<file path="config.mk">
export PLATFORM = sky130hd
export DESIGN_NAME = arcade_input_ctrl
export DESIGN_NICKNAME = d
export VERILOG_FILES = /design/src/rtl/arcade_input_pkg.sv /design/src/rtl/ps2_key_decoder.sv /design/src/rtl/arcade_input_ctrl.sv
export SDC_FILE = /design/constraint.sdc
export NUM_CORES = 1
export LEC_CHECK = 0
export BUFFER_PORTS_ARGS = -buffer_cell sky130_fd_sc_hd__buf_2
export CORE_MARGIN = 2
export CORE_UTILIZATION = 35
export DETAILED_ROUTE_END_ITERATION = 7
export PLACE_DENSITY = 0.7
export SYNTH_ARGS = -nofsm -noshare
export SYNTH_HDL_FRONTEND = slang
export SYNTH_SLANG_ARGS = --single-unit
</file>
<file path="constraint.sdc">
create_clock -name clk_sys -period 4 [get_ports clk_sys]
set_clock_uncertainty 0.1 [all_clocks]
set_input_delay 0.6 -clock clk_sys [delete_from_list [all_inputs] [get_ports clk_sys]]
set_output_delay 0.6 -clock clk_sys [all_outputs]
set_load 0.005 [all_outputs]
</file>
<file path="src/rtl/arcade_input_pkg.sv">
// rtl/arcade_input_pkg.sv - shared constants and types for player-input conditioning
package arcade_input_pkg;

  // PS/2 prefix bytes carried in the hps_io key event word
  localparam logic [7:0] PS2_RELEASE = 8'hF0;
  localparam logic [7:0] PS2_EXTEND  = 8'hE0;

  // Arrow keys match on the low byte only; the extended bit is ignored for them
  localparam logic [7:0] KEY_UP    = 8'h75;
  localparam logic [7:0] KEY_DOWN  = 8'h72;
  localparam logic [7:0] KEY_LEFT  = 8'h6B;
  localparam logic [7:0] KEY_RIGHT = 8'h74;

  // Non-arrow keys match the full {extended, code} value
  localparam logic [8:0] KEY_JUMP = 9'h029;
  localparam logic [8:0] KEY_F1   = 9'h005;
  localparam logic [8:0] KEY_F2   = 9'h006;

  // Bit positions inside the decoder's key level vector
  localparam int KI_UP    = 0;
  localparam int KI_DOWN  = 1;
  localparam int KI_LEFT  = 2;
  localparam int KI_RIGHT = 3;
  localparam int KI_JUMP  = 4;
  localparam int KI_F1    = 5;
  localparam int KI_F2    = 6;
  localparam int NUM_KEYS = 7;

  // Joystick word bit layout
  localparam int JOY_RIGHT = 0;
  localparam int JOY_LEFT  = 1;
  localparam int JOY_DOWN  = 2;
  localparam int JOY_UP    = 3;
  localparam int JOY_JUMP  = 4;
  localparam int JOY_START = 5;

  typedef enum logic [1:0] {
    IDLE    = 2'd0,
    ACTIVE  = 2'd1,
    LOCKOUT = 2'd2
  } coin_state_e;

  function automatic int max_int(input int a, input int b);
    return (a > b) ? a : b;
  endfunction

endpackage

</file>
<file path="src/rtl/ps2_key_decoder.sv">
// rtl/ps2_key_decoder.sv - PS/2 event toggle detection and per-key level latches
module ps2_key_decoder
  import arcade_input_pkg::*;
(
  input  logic                clk_sys,
  input  logic                reset_n,
  input  logic [65:0]         ps2_key,
  output logic [NUM_KEYS-1:0] key_level
);

  logic       toggle_q;
  logic       primed;
  logic       pressed;
  logic       extended;
  logic [8:0] code;
  logic       key_event;

  // Bit 65 carries nothing this stage needs
  logic unused_ps2;
  assign unused_ps2 = ps2_key[65];

  // Decode the event word; long sequences (PRNSCR/PAUSE) collapse to a null code
  always_comb begin
    pressed   = (ps2_key[15:8] != PS2_RELEASE);
    extended  = (ps2_key[15:8] == PS2_EXTEND) || (ps2_key[23:16] == PS2_EXTEND);
    code      = (|ps2_key[63:24]) ? 9'd0 : {extended, ps2_key[7:0]};
    key_event = primed && (ps2_key[64] != toggle_q);
  end

  // Track the toggle bit; the first cycle after reset only primes so a stale bit is not an event
  always_ff @(posedge clk_sys or negedge reset_n) begin
    if (!reset_n) begin
      toggle_q <= 1'b0;
      primed   <= 1'b0;
    end else begin
      toggle_q <= ps2_key[64];
      primed   <= 1'b1;
    end
  end

  // Each mapped key latch follows the press/release state of its latest event
  always_ff @(posedge clk_sys or negedge reset_n) begin
    if (!reset_n) begin
      key_level <= '0;
    end else if (key_event) begin
      if (code[7:0] == KEY_UP && code != 9'd0) begin
        key_level[KI_UP] <= pressed;
      end else if (code[7:0] == KEY_DOWN) begin
        key_level[KI_DOWN] <= pressed;
      end else if (code[7:0] == KEY_LEFT) begin
        key_level[KI_LEFT] <= pressed;
      end else if (code[7:0] == KEY_RIGHT) begin
        key_level[KI_RIGHT] <= pressed;
      end else if (code == KEY_JUMP) begin
        key_level[KI_JUMP] <= pressed;
      end else if (code == KEY_F1) begin
        key_level[KI_F1] <= pressed;
      end else if (code == KEY_F2) begin
        key_level[KI_F2] <= pressed;
      end
    end
  end

endmodule

</file>
<file path="src/rtl/arcade_input_ctrl.sv">
// rtl/arcade_input_ctrl.sv - keyboard/joystick merge, orientation remap and coin pulse generator
module arcade_input_ctrl
  import arcade_input_pkg::*;
#(
  parameter int COIN_FRAMES    = 4,
  parameter int LOCKOUT_FRAMES = 8
) (
  input  logic        clk_sys,
  input  logic        reset_n,
  input  logic [65:0] ps2_key,
  input  logic [15:0] joystick_0,
  input  logic [15:0] joystick_1,
  input  logic        rotate,
  input  logic        vblank,
  output logic        p1_up,
  output logic        p1_down,
  output logic        p1_left,
  output logic        p1_right,
  output logic        p1_jump,
  output logic        p1_start,
  output logic        p1_coin,
  output logic        p2_start
);

  localparam int CNT_LIMIT = max_int(COIN_FRAMES, LOCKOUT_FRAMES);
  localparam int CNT_W     = $clog2(CNT_LIMIT + 1);

  logic [NUM_KEYS-1:0] keys;
  logic [15:0]         joy;
  logic                log_up, log_down, log_left, log_right;
  logic                up_n, down_n, left_n, right_n, jump_n, start_n, f2_n;
  logic                req, req_q, req_rise;
  logic                vblank_q, frame_tick;
  coin_state_e         coin_state;
  logic [CNT_W-1:0]    frame_cnt;
  logic [CNT_W-1:0]    cnt_inc;

  // Upper joystick bits are buttons this game does not use
  logic unused_joy;
  assign unused_joy = ^joy[15:6];

  ps2_key_decoder u_decoder (
    .clk_sys   (clk_sys),
    .reset_n   (reset_n),
    .ps2_key   (ps2_key),
    .key_level (keys)
  );

  // Merge sources, then rotate the direction set for Horz cabinets
  always_comb begin
    joy       = joystick_0 | joystick_1;
    log_up    = keys[KI_UP]    | joy[JOY_UP];
    log_down  = keys[KI_DOWN]  | joy[JOY_DOWN];
    log_left  = keys[KI_LEFT]  | joy[JOY_LEFT];
    log_right = keys[KI_RIGHT] | joy[JOY_RIGHT];
    if (rotate) begin
      up_n    = log_left;
      down_n  = log_right;
      left_n  = log_down;
      right_n = log_up;
    end else begin
      up_n    = log_up;
      down_n  = log_down;
      left_n  = log_left;
      right_n = log_right;
    end
    jump_n     = keys[KI_JUMP] | joy[JOY_JUMP];
    start_n    = keys[KI_F1]   | joy[JOY_START];
    f2_n       = keys[KI_F2];
    req        = start_n | f2_n;
    req_rise   = req & ~req_q;
    frame_tick = vblank & ~vblank_q;
    cnt_inc    = (frame_cnt == {CNT_W{1'b1}}) ? frame_cnt : frame_cnt + 1'b1;
  end

  // Register control levels plus the request and vblank history used for edge detection
  always_ff @(posedge clk_sys or negedge reset_n) begin
    if (!reset_n) begin
      p1_up    <= 1'b0;
      p1_down  <= 1'b0;
      p1_left  <= 1'b0;
      p1_right <= 1'b0;
      p1_jump  <= 1'b0;
      p1_start <= 1'b0;
      p2_start <= 1'b0;
      req_q    <= 1'b0;
      vblank_q <= 1'b0;
    end else begin
      p1_up    <= up_n;
      p1_down  <= down_n;
      p1_left  <= left_n;
      p1_right <= right_n;
      p1_jump  <= jump_n;
      p1_start <= start_n;
      p2_start <= f2_n;
      req_q    <= req;
      vblank_q <= vblank;
    end
  end

  // Coin FSM: one frame-timed pulse per request edge, then a lockout that drops further edges
  always_ff @(posedge clk_sys or negedge reset_n) begin
    if (!reset_n) begin
      coin_state <= IDLE;
      frame_cnt  <= '0;
      p1_coin    <= 1'b0;
    end else begin
      case (coin_state)
        IDLE: begin
          if (req_rise) begin
            coin_state <= ACTIVE;
            frame_cnt  <= '0;
            p1_coin    <= 1'b1;
          end
        end
        ACTIVE: begin
          if (frame_tick) begin
            if (cnt_inc == CNT_W'(COIN_FRAMES)) begin
              coin_state <= LOCKOUT;
              frame_cnt  <= '0;
              p1_coin    <= 1'b0;
            end else begin
              frame_cnt <= cnt_inc;
            end
          end
        end
        LOCKOUT: begin
          if (frame_tick) begin
            if (cnt_inc == CNT_W'(LOCKOUT_FRAMES)) begin
              coin_state <= IDLE;
              frame_cnt  <= '0;
            end else begin
              frame_cnt <= cnt_inc;
            end
          end
        end
        default: begin
          coin_state <= IDLE;
          frame_cnt  <= '0;
          p1_coin    <= 1'b0;
        end
      endcase
    end
  end

endmodule

</file>
### Word level (Yosys, flattened, before mapping)

Cells that the tools add are included.

| cells by class | value |
|---|---|
| $add $sub $neg | 1 |
| equal/unequal tests | 21 |
| mux-type cells | 22 |
| bitwise logic cells | 19 |
| reduce and logical (&&, ||, !) cells | 16 |

Operators by type and width:

| kind | number |
|---|---|
| $reduce_or A40 Y1 | 1 |
| $eq A8 B7 Y1 const B | 4 |
| $mux W4 | 6 |
| $eq A9 B3 Y1 const B | 2 |
| $eq A8 B8 Y1 const B | 2 |
| $pmux W4 S3 | 1 |
| $mux W2 | 5 |
| $ne A2 B2 Y1 const B | 5 |
| $reduce_and A5 Y1 | 2 |
| $eq A9 B6 Y1 const B | 1 |
| $mux W9 | 1 |
| $not A1 Y1 | 9 |
| $reduce_bool A9 Y1 | 1 |
| $eq A4 B4 Y1 const B | 2 |
| $ne A8 B8 Y1 const B | 1 |
| $reduce_and A4 Y1 | 2 |
| $reduce_and A8 Y1 | 1 |
| $mux W1 | 7 |
| $or A1 B1 Y1 | 7 |
| $reduce_and A7 Y1 | 1 |
| $or A6 B6 Y6 | 1 |
| $pmux W2 S3 | 1 |
| $reduce_and A3 Y1 | 2 |
| $reduce_and A6 Y1 | 1 |
| 11 further kinds | 13 |

| word-level totals | value |
|---|---|
| bits in registers | 25 |
| bits of input ports | 102 |
| logic and storage cells | 100 |

### Logic depth before layout (Yosys ltp)

| depth | value |
|---|---|
| word-level depth | 7 |
| mapped depth | 7 |

### Cells and area by module

Synthesis repeated with hierarchy kept, for this count alone.

| second synthesis, totals | value |
|---|---|
| cells, all modules | 143 |
| area total of the unflattened synthesis | 1,511.4 um2 |

By module, submodules not included:

| module | times used | cells an instance | area each (um2) | sequential area each (um2) |
|---|---|---|---|---|
| arcade_input_ctrl | 1 | 80 | 872.1 | 400.4 |
| ps2_key_decoder | 1 | 63 | 639.4 | 225.2 |

### Worst setup path after synthesis

OpenSTA, ideal clock, no wires.

| path | value |
|---|---|
| path type | input port to flip-flop |
| start | input port joystick_1[5] |
| end | register coin_state[0] |
| arrival | 1.777 ns |
| required time | 3.772 ns |
| slack | 1.996 ns |
| cell stages on the path | 4 |
| path through | nor4_1 > a221oi_4 > nand3_1 > mux2_1 |

| between the ends | value |
|---|---|
| word-level cells in the longest chain between the ends | 6 |

RTL lines:

| what | line | RTL |
|---|---|---|
| start: declaration | arcade_input_ctrl.sv:12 | `input logic [15:0] joystick_1,` |
| $or A6 B6 Y6 | arcade_input_ctrl.sv:51 | `joy = joystick_0 \| joystick_1;` |
| $or A1 B1 Y1 | arcade_input_ctrl.sv:68 | `start_n = keys[KI_F1] \| joy[JOY_START];` |
| $or A1 B1 Y1 | arcade_input_ctrl.sv:70 | `req = start_n \| f2_n;` |
| $and A1 B1 Y1 | arcade_input_ctrl.sv:71 | `req_rise = req & ~req_q;` |
| $ne A2 B2 Y1 (no source line) | n/a |  |
| $reduce_and A5 Y1 (no source line) | n/a |  |
| end signal: assignment | arcade_input_ctrl.sv:104 | `coin_state <= IDLE;` |
| end signal: assignment | arcade_input_ctrl.sv:111 | `coin_state <= ACTIVE;` |
| end signal: assignment | arcade_input_ctrl.sv:119 | `coin_state <= LOCKOUT;` |
| end: declaration | arcade_input_ctrl.sv:34 | `coin_state_e coin_state;` |

Every way passes these cells.
A chain may end at the register's enable or synchronous reset.

### Worst setup path after layout

| path | value |
|---|---|
| start | register coin_state[0] |
| end | register coin_state[0] |

| between the ends | value |
|---|---|
| word-level cells in the longest chain between the ends | 3 |

RTL lines:

| what | line | RTL |
|---|---|---|
| $eq A2 B2 Y1 (tied with other cells) | arcade_input_ctrl.sv:108 | `case (coin_state)` |
| $ne A2 B2 Y1 (no source line) | n/a |  |
| $reduce_and A5 Y1 (no source line) | n/a |  |

Parallel ways exist; a longest one is shown, timed or not.

==> summary.md <==
After routing the design area is 0.00195 mm². The adder and majority cell fraction of the synthesized area was 0.0354; the maximum vdd ir drop was 0.170 mV. The logs give 0 for the count of synthesis-stage warnings from yosys and 0 for the aggregate global routing overflow. Among cell families on the critical path, the largest total delay comes from simple AND/OR/NAND/NOR gates.

The buffers plus inverters on the worst setup path is 1. The first global-routing pass estimated 5.42 mm of wire. The main flop type after synthesis is sky130_fd_sc_hd__dfrtp_1.

The xor/xnor share of the synthesized area was 0.0124. The slowest stage of the critical path is the sky130_fd_sc_hd__dfrtp_1 cell. The first routing iteration left 67 violations. Clock tree synthesis selected as its root buffer the cell sky130_fd_sc_hd__clkbuf_8.

The share of synthesized cell area in and, or, nand and nor gates works out to 0.286. The net count reported at finish is 336, and the depth of the CTS H-tree is 1. Utilization after layout: 0.495. The total number of vias was 1403; the worst path arrival time was 2210 ps. The design draws 0.730 mW.

The tools report the diode insertion count for antenna repair as 0. The detailed-placement wirelength estimate came out at 2.88 mm. In this run the cell area of the synthesized design comes to 0.00142 mm². The longest clock path from root to sink contains 2 buffers. After filler insertion, the fill cell instance count of the layout stands at 365. Clock latency of the later-clocked register in the worst-skew pair: 260 ps. Yosys mapped a number of flops with a built-in enable equal to 0. The die is 67.6 µm wide. The via count of the first global-routing pass is 1338. The hold buffer count at cts was 0; the multiplexer fraction of the synthesized cell area was 0.0920. The worst slew slack as a fraction of its limit is 0.474. The run finished with clean final reports. Power density normalized to cell area: 374 mW/mm².

The total iterations of the first detailed-routing run was 4; the largest stage delay on the critical path was 390 ps. The final worst setup slack is 1840 ps. The number of ports placed on the die boundary is 110, and the detailed-route vias per instance is 5.03. The initial antenna violation count came out at 0.

Once the clock tree was built, the setup fixing pass inserted 0 buffers. Max-cap violations in this run came to 0. Summing all placed instances gives a cell area of 0.00191 mm². For this design the static power due to leakage is 0.950 nW. Synthesis inferred 25 register bits. The ratio of final minimum period to clock period came out at 0.540. At the pin with the least slew margin, the transition time is 783 ps. After floorplanning, the core was sized to cover 0.00394 mm². The pre-CTS setup slack is 1680 ps.

For the worst setup path, the data required time is 4050 ps. The average wire length per cell after detail routing works out to 12.2 µm. The logs give 209 ps for the final hold slack and 0.00457 mm² for the total die area. The share of flip-flops with an asynchronous set or reset after synthesis is 1.00. The run gives 25 as the number of sinks on the clock net.

Once placement completed, the tool counted placed cells totaling 275. Timing would allow up to 0.463 GHz. For the final routed database, the setup TNS stands at 0 ps. The fraction of final layout cells with drive strength greater than 1 is 0.410. The largest family of logic cells by synthesized area is simple AND/OR/NAND/NOR gates. The critical path endpoint category is a flip-flop.

The critical path launch point type was a flip-flop. Post-synthesis sequential area ratio: 0.442. The number of failing hold endpoints at the final stage is 0, and the number of design rule violations left after detail routing is 0. Final weighted congestion in routability-driven placement: 0.844. Y dimension of the die: 67.6 µm. In this run, distinct cell masters in the synthesized netlist total 40. Walking the worst path, the cells encountered are inv_1 > ha_1 > or2_1 > a221oi_4 > nand3_1 > mux2_1. The average cell area after synthesis was 10.2 µm²; the footprint of the multi-input gates was 752 µm². The worst path in the final design needs a cycle of 2160 ps, including I/O delays and setup. The number of CTS-inserted buffers came out at 3.

After clock tree synthesis, the clock-pin slew on the worst setup and hold paths is 80 ps. The tools report the final number of setup-violating endpoints as 0. Registers take 626 µm². TritonCTS built the clock tree. The total count of max-transition violations in the final report is 0, and the count of input and output buffers is 88.

The relative area change from synthesis to final layout is 37.9%. Setup repair after global routing left no endpoint under its margin. The area fraction in compound gates after synthesis works out to 0.103. For the synthesized netlist net count, the log shows 245.

The critical path is of the reg -> reg type. The setup slack on the worst flop-to-flop path was 1840 ps; the sum of routed wire length over all layers was 3.40 mm. Worst hold-check path type: in -> async. The number of cells upsized or downsized after cts was 0. In the synthesized netlist, the number of instances is 139.

The number of standard cells in the layout, taps in and fillers out is 279. The floorplan has 23 rows. The run gives 0.359 as the initial core utilization.

In this run the worst path has a maximum fanout of 8. For the maximum number of pins on one net before global-route repair, the log shows 26. The run gives 0.154 as the total global routing track utilization.

Once detail routing completed, the nets flagged for antenna violations numbered 0.
## registers in the layout, summed over array words and instances, names as in the netlist
| name | flops |
|---|---|
| p1_coin | 1 |
| p1_jump | 1 |
| p2_start | 1 |
| p1_left | 1 |
| u_decoder.toggle_q | 1 |
| u_decoder.key_level | 7 |
| p1_right | 1 |
| coin_state | 2 |
| p1_start | 1 |
| p1_down | 1 |
| p1_up | 1 |
| u_decoder.primed | 1 |
| vblank_q | 1 |
| frame_cnt | 4 |
| req_q | 1 |
## layout make-up
class | count | share of cell area
multi-input cells | 105 | 0.385
well taps | 50 | 0.0321
inverters | 7 | 0.0135
flip-flops and latches | 25 | 0.321
clock buffers | 4 | 0.0231
repair buffers | 88 | 0.226
## routing by layer
layer	vias up	GRT usage	part of all wire
li1	705	-	-
met1	633	0.170	0.39
met2	63	0.304	0.54
met3	2	0.0267	0.064
met4	0	0.0255	0.0024
met5	-	0	0
## worst register-to-register path, cell delays in order (launching register included)
cell                       delay [ps]
sky130_fd_sc_hd__dfrtp_1          390
sky130_fd_sc_hd__inv_1             70
sky130_fd_sc_hd__ha_1             250
sky130_fd_sc_hd__or2_1            310
sky130_fd_sc_hd__a221oi_4         390
sky130_fd_sc_hd__nand3_1          190
sky130_fd_sc_hd__mux2_1           350
## worst paths after layout
kind	from	cells past startpoint	to
setup / recovery	coin_state[0]	6	coin_state[0]
hold / removal	reset_n	1	p1_start
setup reg to reg	coin_state[0]	6	coin_state[0]
hold reg to reg	u_decoder.key_level[6]	0	p2_start
max in group asynchronous	reset_n	1	p1_left
min in group clk_sys	u_decoder.key_level[6]	0	p2_start
## synthesized netlist by cell type, types with 2 or more instances
| cell | number | share of area |
|---|---|---|
| sky130_fd_sc_hd__a21o_1 | 2 | 0.011 |
| sky130_fd_sc_hd__a21oi_1 | 5 | 0.018 |
| sky130_fd_sc_hd__a31oi_1 | 2 | 0.0088 |
| sky130_fd_sc_hd__and3_1 | 2 | 0.0088 |
| sky130_fd_sc_hd__dfrtp_1 | 25 | 0.44 |
| sky130_fd_sc_hd__ha_1 | 4 | 0.035 |
| sky130_fd_sc_hd__inv_1 | 7 | 0.019 |
| sky130_fd_sc_hd__mux2_1 | 8 | 0.064 |
| sky130_fd_sc_hd__mux2i_1 | 4 | 0.028 |
| sky130_fd_sc_hd__nand2_1 | 7 | 0.019 |
| sky130_fd_sc_hd__nand2b_1 | 2 | 0.0088 |
| sky130_fd_sc_hd__nand3_1 | 11 | 0.039 |
| sky130_fd_sc_hd__nand4_1 | 4 | 0.018 |
| sky130_fd_sc_hd__nand4b_1 | 3 | 0.019 |
| sky130_fd_sc_hd__nor2_1 | 2 | 0.0053 |
| sky130_fd_sc_hd__nor2b_1 | 3 | 0.013 |
| sky130_fd_sc_hd__nor3_1 | 7 | 0.025 |
| sky130_fd_sc_hd__nor3b_1 | 4 | 0.021 |
| sky130_fd_sc_hd__nor4_1 | 12 | 0.053 |
| sky130_fd_sc_hd__o21ai_0 | 4 | 0.014 |
| sky130_fd_sc_hd__or3_1 | 2 | 0.0088 |
## logic make-up after synthesis
| logic type | Yosys count |
|---|---|
| other | 1 |
| adders and majority gates | 4 |
| AOI/OAI and AO/OA | 20 |
| DFF | 25 |
| buffers and inverters | 9 |
| muxes | 12 |
| xor gates and xnor gates | 2 |
| and+or+nand+nor | 66 |
## cell usage in the layout (no fill, tap or decap), types with 2 or more instances in the layout
master                      n
sky130_fd_sc_hd__nand4b_1   3
sky130_fd_sc_hd__a31oi_1    2
sky130_fd_sc_hd__nor2b_1    3
sky130_fd_sc_hd__a21oi_1    5
sky130_fd_sc_hd__mux2i_1    4
sky130_fd_sc_hd__inv_1      7
sky130_fd_sc_hd__nor3b_1    4
sky130_fd_sc_hd__a21o_1     2
sky130_fd_sc_hd__buf_2     88
sky130_fd_sc_hd__and3_1     2
sky130_fd_sc_hd__nor3_1     7
sky130_fd_sc_hd__nor4_1    12
sky130_fd_sc_hd__o21ai_0    4
sky130_fd_sc_hd__nand2_1    7
sky130_fd_sc_hd__nand4_1    4
sky130_fd_sc_hd__nand3_1   11
sky130_fd_sc_hd__nor2_1     2
sky130_fd_sc_hd__nand2b_1   2
sky130_fd_sc_hd__ha_1       4
sky130_fd_sc_hd__mux2_1     8
sky130_fd_sc_hd__clkbuf_8   3
sky130_fd_sc_hd__dfrtp_1   25
sky130_fd_sc_hd__or3_1      2
## power breakdown
group | leakage [nW] | internal (mW) | switching [mW]
clock | 0.0228 | 0.0710 | 0.0743
sequential | 0.311 | 0.281 | 0.0225
combinational | 0.616 | 0.125 | 0.156
total | 0.950 | 0.477 | 0.253
No activity file was read; power rests on OpenSTA's default activity.
